[src/rtl/eb_arb_merge.sv]
// eb_arb_merge: round-robin N-to-1 req/ack merge into a 2-entry elastic buffer.
// Optional EB_ARB_LOCK_EN: bit DW-1 is a last flag; grant locks to a channel until last.
module eb_arb_merge #(
  parameter int N  = 4,
  parameter int DW = 32,
  parameter int SW = 2
) (
  input  logic            clk,
  input  logic            reset,
  input  logic [N-1:0]    t_req,
  output logic [N-1:0]    t_ack,
  input  logic [N*DW-1:0] t_data,
  output logic            i_req,
  input  logic            i_ack,
  output logic [DW-1:0]   i_data,
  output logic [SW-1:0]   i_src
);

  logic [SW+DW-1:0] mem [2];
  logic [1:0]       count;
  logic [1:0]       count_nx;
  logic             wr_ptr;
  logic             rd_ptr;
  logic             full;
  logic [SW-1:0]    rr_ptr;
  logic [SW-1:0]    rr_nx;
  logic [N-1:0]     grant;
  logic [SW-1:0]    gidx;
  logic [SW-1:0]    cand;
  logic             found;
  logic [DW-1:0]    sel_data;
  logic             push;
  logic             pop;

`ifdef EB_ARB_LOCK_EN
  logic             lock_q;
  logic [SW-1:0]    lock_idx;
`endif

  always_comb begin
    grant = '0;
    gidx  = '0;
    cand  = '0;
    found = 1'b0;
    for (int i = 0; i < N; i++) begin
      cand = SW'((int'(rr_ptr) + i) % N);
      if (!found && t_req[cand]) begin
        found = 1'b1;
        gidx  = cand;
      end
    end
`ifdef EB_ARB_LOCK_EN
    // A locked channel owns the grant until its last beat goes through.
    if (lock_q) begin
      found = t_req[lock_idx];
      gidx  = lock_idx;
    end
`endif
    if (found) grant[gidx] = 1'b1;
  end

  always_comb begin
    sel_data = '0;
    for (int k = 0; k < N; k++) begin
      if (gidx == SW'(k)) sel_data = t_data[k*DW +: DW];
    end
  end

  assign t_ack = grant & {N{~full & ~reset}};
  assign push  = found & ~full & ~reset;
  assign pop   = i_req & i_ack;
  assign i_req = (count != 2'd0);
  assign {i_src, i_data} = mem[rd_ptr];
  assign rr_nx = (gidx == SW'(N-1)) ? '0 : gidx + SW'(1);

  always_comb begin
    count_nx = count;
    unique case (1'b1)
      push & ~pop: count_nx = count + 2'd1;
      pop & ~push: count_nx = count - 2'd1;
      default: ;
    endcase
  end

  always_ff @(posedge clk) begin
    if (reset) begin
      count  <= 2'd0;
      wr_ptr <= 1'b0;
      rd_ptr <= 1'b0;
      full   <= 1'b0;
      rr_ptr <= '0;
      mem[0] <= '0;
      mem[1] <= '0;
`ifdef EB_ARB_LOCK_EN
      lock_q   <= 1'b0;
      lock_idx <= '0;
`endif
    end else begin
      count <= count_nx;
      full  <= (count_nx == 2'd2);
      if (push) begin
        mem[wr_ptr] <= {gidx, sel_data};
        wr_ptr      <= ~wr_ptr;
      end
      if (pop) rd_ptr <= ~rd_ptr;
`ifdef EB_ARB_LOCK_EN
      if (push) begin
        if (sel_data[DW-1]) begin
          lock_q <= 1'b0;
          rr_ptr <= rr_nx;
        end else begin
          lock_q   <= 1'b1;
          lock_idx <= gidx;
        end
      end
`else
      if (push) rr_ptr <= rr_nx;
`endif
    end
  end

endmodule

[config.mk]
export PLATFORM = sky130hd
export DESIGN_NAME = eb_arb_merge
export DESIGN_NICKNAME = d
export VERILOG_FILES = /design/src/rtl/eb_arb_merge.sv
export SDC_FILE = /design/constraint.sdc
export NUM_CORES = 1
export LEC_CHECK = 0
export BUFFER_PORTS_ARGS = -buffer_cell sky130_fd_sc_hd__clkbuf_2
export CELL_PAD_IN_SITES_DETAIL_PLACEMENT = 2
export CELL_PAD_IN_SITES_GLOBAL_PLACEMENT = 2
export CORE_MARGIN = 4
export CORE_UTILIZATION = 30
export DETAILED_ROUTE_END_ITERATION = 6
export GPL_TIMING_DRIVEN = 0
export PLACE_DENSITY_LB_ADDON = 0.1
export SYNTH_ARGS = -nofsm -noshare
export SYNTH_HDL_FRONTEND = slang
export SYNTH_SLANG_ARGS = --single-unit
[constraint.sdc]
create_clock -name clk -period 2.6 [get_ports clk]
set_input_delay 0.13 -clock clk [delete_from_list [all_inputs] [get_ports clk]]
set_output_delay 0.13 -clock clk [all_outputs]
set_load 0.03 [all_outputs]
### Word-level counts from Yosys, hierarchy flattened

Memory sizes are Yosys's and may differ from the RTL's. A register that Yosys moved wholly into a read port is not among the register bits.
Index checks and enable logic that the tools add are counted.

* add/sub/neg operators: 6
* multiply operators: 0
* divide/modulo/power cells: 0
* order comparisons: 6
* equal/unequal tests: 4
* shift-type cells: 0
* muxes and demuxes: 35
* bitwise logic cells: 13
* reduce and logical (&&, ||, !) cells: 10

Operators by type and width (count)
* two-way mux 32 bit: 4
* two-way mux 34 bit: 1
* OR reduction 34 bit: 1
* two-way mux 1 bit: 18
* < comparator 2 x 3 -> 1 bit (second input constant): 5
* two-way mux 2 bit: 5
* binary-select mux 1 bit (select 2 bit): 4
* adder 2 x 1 -> 2 bit (second input constant): 3
* AND 1 bit: 6
* equality test 2 bit (second input constant): 3
* inverter 1 bit: 6
* adder 2 bit (second input constant): 2
* AND 4 bit: 1
* logical AND 1 bit: 4
* two-way mux 4 bit: 1
* case mux 2 bit (2 select lines): 1
* zero test 1 bit: 3
* demux 1 bit (select 2 bit): 1
* equality test 2 x 1 -> 1 bit (second input constant): 1
* >= comparator 2 x 1 -> 1 bit (second input constant): 1
* zero test 2 bit: 1
* nonzero test 2 bit: 1
* subtractor 2 x 1 -> 2 bit (second input constant): 1

* bits in registers: 7
* bits in latches: 0
* RAM bits: 68
* bits in read-only memories: 0
* bits of input ports: 135
* output and inout port bits: 39
* logic and storage cells: 80
* memories kept: 1

Memories
* mem: words 2, width 34, rd ports 1, clocked after memory_dff 1, wr ports 2, line 19 `logic [SW+DW-1:0] mem [2];`

### Logic depth before layout (Yosys ltp)

Gate-level depths: netlist (run 1).

* depth in word-level cells: 19
* mapped depth: 9
* mapped depth without buffers: 7

### Least setup slack after synthesis (run 1)

Ideal clock, no wire load.

* path type: register to register
* start: reg wr_ptr
* end: mem mem[0][0] (netlist bit), enable pin
* arrival: 1897 ps
* data required time: 2208 ps
* slack: 311 ps
* cell stages (with the launch flop): 5
* path buffers: 2
* period minus slack after synthesis: 2289 ps
* cells stage by stage: dfxtp_1 or4_1 buf_6 buf_6 nand2_1

RTL lines
* start, declared: line 22 `logic wr_ptr;`
* start signal, assigned: line 103 `wr_ptr <= ~wr_ptr;`
* end, declared: line 19

### Worst setup path in the final report (run 1)

* start: reg rr_ptr[0]
* end: out t_ack[2]

* cells in the longest elaborated chain, start to end: 18
* elaborated cells between the ends (all ways): 32
* classes of those cells: add/sub (3); order compare (2); mux (19); bitwise (1); reduce/logical (7)

Ends and longest elaborated chain
* start, declared: line 25 `logic [SW-1:0] rr_ptr;`
* start signal, assigned: line 117 `if (push) rr_ptr <= rr_nx;`
* branches (longest 16 deep; another with < comparator 2 x 3 -> 1 bit)
* two-way mux 4 bit *: line 59 `if (found) grant[gidx] = 1'b1;`
* AND 4 bit *: line 69 `assign t_ack = grant & {N{~full & ~reset}};`
* end, declared: line 11 `output logic [N-1:0] t_ack,`

Mark *: on every way between the ends. The select of a mux whose other input is x is not followed.

==> metrics.md, run 1 <==
| Metric | Value |
|---|---|
| Pwr/cell area | 1110 mW/mm2 |
| Initial Util | 31.1% |
| Fmax achieved | 398 MHz |
| Pins over their slew limit | 0 |
| Global-route wire length before repair | 26300 um |
| Worst path cell trace | nand2b_1, o211ai_1, a21o_1, ha_1, buf_2, clkbuf_4, and2_1, clkbuf_2 |
| Gr ovfl total | 0 |
| P_leak | 0.00264 uW |
| Clock power frac | ~18% |
| Comb power frac | 54.6% |
| FF+latch count, synth | 76 |
| Status | finished, final reports clean |
| Clock-pin slew on the worst setup and hold paths | roughly 0.060 ns |
| Ys Warns | 0 |
| Mapped Nets | ~570 |
| Startpoint types | register |
| Number of global-route vias before repair | 4817 |
| FP Rows | 44 |
| Post-Synthesis Cells | around 430 |
| # nets final | 760 |
| Hold_ws | roughly 0.069 ns |
| Worst hold-check path type | in -> reg |
| Fin util | approximately two fifths |
| Deepest clock path buffer count | 2 |
| Final hold vios | 0 |
| Crit path depth | 8 |
| Routed vias/inst | ~5.2 |
| Maximum VDD drop | 0.382 mV |
| Starting DRC count in detailed routing | 200 |
| # Max-Cap Violations | 0 |
| Syn Std Cell Area | 0.00459 mm2 |
| Register area share after synthesis | a little under half |
| Nature of the critical path endpoint | output pin |
| Top cell type's share of synthesized area | between 40% and 50% |
| DP Wirelength | approximately 13000 um |
| CP startpoint | rr_ptr[0]$_SDFFE_PP0N_ |
| Setup violations, final | 0 |
| Reg-to-reg endpoint | mem[1][30]$_SDFFCE_PN0P_ |
| Top_reg_cell synth | edfxtp_1 |
| Average wire per standard cell | between 20 and 25 um |
| Critical path required time | between 2 and 2.5 ns |
| Minimum clock period | 2.51 ns |
| P_sw | 2920 uW |
| CTS buffer count | 9 |
| Hold_buf cts | 0 |
| Clock sink total | 76 |
| Flop-to-flop setup slack | 0.11 ns |
| Final cell count without fillers | between 800 and 900 |
| Crit-path max cell delay | 0.34 ns |
| Worst Setup EP | t_ack[2] |
| Top delay family on crit path | buffers and inverters |
| Period utilization | a little over nine tenths |
| Initial antenna violation count | 1 |
| PortBufs | 172 |
| CTS tree | yes |
| Setup Skew | 0.00371 ns |
| Crit Reg-Reg Startpoint | rr_ptr[0]$_SDFFE_PP0N_ |
| Switching Share | 42.7% |
| Arrival time at the worst endpoint | 2.38 ns |
| Placed Instances | 789 |
| EDFF count, synth | 68 |
| Gp weighted congestion | 0.736 |
| Die area | 0.0174 mm2 |
| Worst-Margin Slew | slightly above 0.6 ns |
| CP max stage cell | dfxtp_2 |
| Max_slew headroom | a little under 60% |
| Int Pwr | 3910 uW |
| Core area | between 0.01 and 0.015 mm2 |
| Clock Tree Root | clkbuf_16 |
| Post-synth ARST share | 0% |
| Top Ports | 174 |
| GRT Total Usage | 19.3% |
| Die Span X | approximately 130 um |
| Cell taking the most area after synthesis | edfxtp_1 |
| Mean post-synth cell area | 10.7 um2 |
| Reg power frac | 27.4% |
| Post-DRT Antenna Nets | 0 |
| Max FO, Critical Path | 10 |
| Reg2reg path depth | 9 |
| Top cells by area, synth | edfxtp_1 44%, mux2_2 8.3%, a21oi_1 8.1% |
| Critical Setup Path Class | reg -> out |
| Max H-tree Level | 3 |
| Clock Latency Late Sink | 0.33 ns |
| Layout area overhead | 33.4% |
| Drc violations | 0 |
| Drt total wl | approximately 17000 um |
| Vias post-DR | 4221 |
| Largest net degree at the start of global routing | 29 |
| DR pass1 iterations | 4 |
| Netlist cell types | 35 |
| Share of cells above drive strength 1 | 48.3% |
| Die H | 132 um |
| Buf/Inv on CP | 3 |
power groups by stage:
stage                     clock [uW]  sequential (uW)  combinational, uW
after CTS                       1250             1870               3690
after detailed placement           0             1900               3660
after global routing            1310             1910               4020
after global placement             0             1880               3540
after floorplan                    0             1860               2570
final                           1230             1870               3730
worst min-delay path by stage:
stage	startpoint	to	depth (start not counted)
after global routing	reset	count[1]$_SDFF_PP0_	2
final	reset	wr_ptr$_SDFFE_PP0N_	2
after detailed placement	reset	wr_ptr$_SDFFE_PP0N_	2
after global placement	reset	count[1]$_SDFF_PP0_	2
after floorplan	reset	wr_ptr$_SDFFE_PP0N_	2
after CTS	reset	wr_ptr$_SDFFE_PP0N_	2
metrics by stage:
step / power (uW) / setup WS [ns] / setup TNS (ns) / cell area, um2
detailed placement: 5550 / -0.257 / -11.54 / 5740
global placement: 5420 / -0.437 / -33.92 / 5680
finish: 6830 / 0.0876 / 0 / 6130
CTS: 6810 / -0.0833 / -0.702 / 6040
global route: 7240 / -0.0240 / -0.0510 / 6130
floorplan: 4430 / 0.311 / 0 / 4590
layout make-up:
| type | instances | area (um2) |
|---|---|---|
| multi-input cells | 279 | 2070 |
| repair buffers | 178 | 938 |
| plain buffers | 37 | 249 |
| diodes | 1 | 2.50 |
| flip-flops and latches | 76 | 2200 |
| well taps | 184 | 230 |
| clock inverters | 7 | 57.6 |
| clock buffers | 9 | 225 |
| inverters | 39 | 146 |
| fillers | 1649 | 8630 |
state kept, by name, summed over array words and instances, names as in the netlist, named ones only:
name / cells
full: 1
mem: 68
rr_ptr: 2
rd_ptr: 1
count: 2
wr_ptr: 1
placed cells by master (no fill, tap or decap), types with 2 or more instances in the layout:
| cell | count |
|---|---|
| clkinv_1 | 2 |
| a221o_1 | 32 |
| a21oi_2 | 33 |
| nand3b_1 | 32 |
| o21a_1 | 2 |
| dfxtp_2 | 2 |
| clkbuf_1 | 6 |
| ha_1 | 5 |
| clkbuf_16 | 9 |
| buf_4 | 6 |
| nand2_1 | 33 |
| clkinv_2 | 4 |
| buf_6 | 7 |
| edfxtp_1 | 68 |
| dfxtp_1 | 6 |
| inv_1 | 39 |
| clkbuf_4 | 9 |
| or4_1 | 2 |
| buf_2 | 9 |
| clkbuf_2 | 176 |
| nand2_2 | 2 |
| and2_1 | 4 |
| xnor2_1 | 2 |
| nor2_1 | 5 |
| a21oi_1 | 70 |
| nor4_2 | 2 |
| or3_1 | 3 |
| mux2_2 | 34 |
| o21ai_0 | 3 |
logic make-up after synthesis:
kind of cell | after synthesis | share of synthesized area [%]
muxes | 34 | 8.34
buffers and inverters | 76 | 7.71
DFF | 76 | 47.9
xor gates and xnor gates | 3 | 0.572
and+or+nand+nor | 91 | 11.7
adders and majority gates | 5 | 1.36
AOI/OAI and AO/OA | 146 | 22.4
routing by layer:
| metal | vias to the layer above | routed length, um | track usage, % |
|---|---|---|---|
| met5 | - | 0 | 0 |
| met4 | 0 | 268 | 5.78 |
| met3 | 18 | 713 | 3.89 |
| met2 | 120 | 8840 | 34.7 |
| met1 | 2099 | 7160 | 23.3 |
| li1 | 1984 | - | - |
repair_timing:
action / 4_1_cts / 5_1_grt
setup buffers: 0 / 4
pin swaps: 0 / 2
setup endpoints to repair: 64 / 68
resized for setup: 9 / 34
cells in the mapped netlist, types with 2 or more instances:
cell type and number:
a21oi_1 74, clkbuf_1 17, nand3b_1 32, mux2_2 34
or3_1 3, edfxtp_1 68, and2_1 4, a21oi_2 29
dfxtp_1 8, inv_1 39, or4_1 2, nand2_1 35
xnor2_1 2, buf_6 7, ha_1 5, nor3_1 2
a221o_1 32, nor4_2 2, o21a_1 2, buf_2 13
nor2_1 5, o21ai_0 3
(Power assumes the default switching activity.)
==> inputs of run 2 (changes only) <==
--- a/config.mk
+++ b/config.mk
@@ -10,9 +10,10 @@
 export CELL_PAD_IN_SITES_GLOBAL_PLACEMENT = 2
 export CORE_MARGIN = 4
 export CORE_UTILIZATION = 30
+export CTS_CLUSTER_SIZE = 16
 export DETAILED_ROUTE_END_ITERATION = 6
 export GPL_TIMING_DRIVEN = 0
-export PLACE_DENSITY_LB_ADDON = 0.1
+export PLACE_DENSITY_LB_ADDON = 0.08
 export SYNTH_ARGS = -nofsm -noshare
 export SYNTH_HDL_FRONTEND = slang
 export SYNTH_SLANG_ARGS = --single-unit
==> run 2 against run 1 <==
First-iteration DRC count grew 3.0%. Clock power about the same. Critical endpoint is now mem[1][31]$_SDFFCE_PN0P_. Sequential share of layout area is essentially flat. Register-to-register slack about the same. Sequential power is essentially flat. Final cell count down 0.25%. Via count rose by 0.28%. Flip-flop and latch count is the same. Critical path depth increased by 1. Design area grew 0.12%. Clock skew grew 0.0040 ns.
==> metrics.md, run 2 (synthesized netlist as in run 1, its figures left out) <==
| Metric | Value |
|---|---|
| Core area | 0.0148 mm2 (unchanged) |
| # Max-Cap Violations | 0 (unchanged) |
| Drc violations | 0 (unchanged) |
| Die Span X | 132 um (unchanged) |
| Initial Util | 31.1% (unchanged) |
| Top delay family on crit path | compound AO/OA/AOI/OAI gates (was buffers and inverters) |
| Clock sink total | 76 (unchanged) |
| Comb power frac | 54.5% (was 54.6%) |
| P_sw | 2980 uW (was 2920 uW) |
| Worst hold-check path type | in -> reg (unchanged) |
| CTS tree | yes (unchanged) |
| Largest net degree at the start of global routing | 20 (was 29) |
| Hold_ws | 0.0639 ns (was 0.0689 ns) |
| Clock Tree Root | clkbuf_16 (unchanged) |
| PortBufs | 172 (unchanged) |
| GRT Total Usage | 19.8% (was 19.3%) |
| Share of cells above drive strength 1 | 48.6% (was 48.3%) |
| Setup total negative slack | 0 ns (unchanged) |
| Final hold vios | 0 (unchanged) |
| Pre-CTS WS | -0.297 ns (was -0.257 ns) |
| Critical path required time | 2.79 ns (was 2.47 ns) |
| FP Rows | 44 (unchanged) |
| Max FO, Critical Path | 10 (unchanged) |
| Setup Skew | 0.00767 ns (was 0.00371 ns) |
| Status | finished, final reports clean (unchanged) |
| Deepest clock path buffer count | 2 (unchanged) |
| Period utilization | 95.7% (was 96.6%) |
| Top Ports | 174 (unchanged) |
| Arrival time at the worst endpoint | 2.68 ns (was 2.38 ns) |
| DR pass1 iterations | 4 (unchanged) |
| Most frequent cells in the layout | 178 x clkbuf_2, 71 x a21oi_1, 68 x edfxtp_1 (was 176 x clkbuf_2, 70 x a21oi_1, 68 x edfxtp_1) |
| Post-DRT Antenna Nets | 0 (unchanged) |
| Switching Share | 43.5% (was 42.7%) |
| DP Wirelength | 12800 um (was 12700 um) |
| Buf/Inv on CP | 2 (was 3) |
| Layout area overhead | 33.6% (was 33.4%) |
| Clock Latency Late Sink | 0.35 ns (was 0.33 ns) |
| Vias post-DR | 4233 (was 4221) |
| Clock-pin slew on the worst setup and hold paths | 0.07 ns (was 0.06 ns) |
| CP max stage cell | or3_1 (was dfxtp_2) |
| Die H | 132 um (unchanged) |
| Setup violations, final | 0 (unchanged) |
| Drt total wl | 17500 um (was 17000 um) |
| Clock power frac | 18.1% (was 17.9%) |
| Routed vias/inst | 5.24 (was 5.21) |
| Final setup margin | 0.112 ns (was 0.0876 ns) |
| Starting DRC count in detailed routing | 206 (was 200) |
| Pwr/cell area | 1120 mW/mm2 (was 1110 mW/mm2) |
| Nature of the critical path endpoint | register (was output pin) |
| # nets final | 758 (was 760) |
| Crit-path max cell delay | 0.42 ns (was 0.34 ns) |
| Largest registers | mem: 68 flops, count: 2 flops, rr_ptr: 2 flops (unchanged) |
| Number of fill cells | 1624 (was 1649) |
| Average wire per standard cell | 21.6 um (was 21.0 um) |
| Reg power frac | 27.4% (about the same) |
| P_leak | 0.00265 uW (was 0.00264 uW) |
| Pins over their slew limit | 0 (unchanged) |
| Most flops, register | mem (unchanged) |
| Number of global-route vias before repair | 4947 (was 4817) |
| Max reg flops | 68 (unchanged) |
| Worst path cell trace | a21oi_4, nor3b_4, or3_1, ha_1, clkbuf_4, buf_4, nand3b_1, a221o_1, a21oi_1 (was nand2b_1, o211ai_1, a21o_1, ha_1, buf_2, clkbuf_4, and2_1, clkbuf_2) |
| Global-route wire length before repair | 27000 um (was 26300 um) |
| CTS buffer count | 9 (unchanged) |
| Startpoint types | register (unchanged) |
| Critical Setup Path Class | reg -> reg (was reg -> out) |
| Gp weighted congestion | 0.736 (about the same) |
| Int Pwr | 3870 uW (was 3910 uW) |
| Maximum VDD drop | 0.346 mV (was 0.382 mV) |
| Initial antenna violation count | 1 (unchanged) |
| Max_slew headroom | 54.7% (was 58.6%) |
| Max H-tree Level | 3 (unchanged) |
| Die area | 0.0174 mm2 (unchanged) |
| Worst-Margin Slew | 0.679 ns (was 0.616 ns) |
| Commonest non-fill, non-tap cell in the layout | clkbuf_2 (unchanged) |
| Gr ovfl total | 0 (unchanged) |
| Minimum clock period | 2.49 ns (was 2.51 ns) |
| Fmax achieved | 402 MHz (was 398 MHz) |
[run 2: cell type report]
cell class / count / area (um2) / area share (%)
Sequential cell: 76 / 2200 / 35.9
Timing Repair Buffer: 176 / 931 / 15.2
Antenna cell: 1 / 2.50 / 0.0408
Clock buffer: 10 / 250 / 4.08
Inverter: 39 / 146 / 2.39
Buffer: 37 / 253 / 4.12
Tap cell: 184 / 230 / 3.75
Clock inverter: 6 / 33.8 / 0.551
Multi-Input combinational cell: 279 / 2080 / 34.0
[run 2: power by group through the flow]
stage	sequential [uW]	clock, uW	combinational, uW
detailed placement	1900	0	3670
global route	1910	1310	4050
finish	1880	1240	3740
global placement	1880	0	3540
CTS	1870	1260	3720
floorplan	1860	0	2570
[run 2: path summary, 6_finish.rpt]
path / from / end / slack, ns / cells after the start
max: rr_ptr[1]$_SDFFE_PP0N_ / mem[1][31]$_SDFFCE_PN0P_ / 0.11 / 9
min: reset / wr_ptr$_SDFFE_PP0N_ / 0.06 / 2
max reg2reg: rr_ptr[1]$_SDFFE_PP0N_ / mem[1][31]$_SDFFCE_PN0P_ / 0.11 / 9
min reg2reg: rd_ptr$_SDFFE_PP0P_ / rd_ptr$_SDFFE_PP0P_ / 0.52 / 2
[run 2: per-layer routing]
layer  track usage (%)  share of wire [%]  up-vias
li1                  -                  -     1983
met1              23.8                 42     2117
met2              35.8                 52      114
met3              3.44                4.0       19
met4              6.83                1.9        0
met5                 0                  0        -
[run 2: metrics by stage]
stage | area (um2) | cells | total power, uW | utilization, %
floorplan | 4590 | 431 | 4430 | -
global placement | 5680 | 787 | 5410 | 38.5
detailed placement | 5740 | 789 | 5570 | 38.9
CTS | 6070 | 805 | 6850 | 41.1
global route | 6130 | 808 | 7280 | 41.6
finish | 6130 | 808 | 6850 | 41.6
[run 2: timing repair]
item / 4_1_cts / 5_1_grt
hold buffers: 0 / 0
pin swaps: 0 / 3
endpoints found under the setup margin: 68 / 68
setup buffers: 0 / 2
resized for setup: 15 / 30
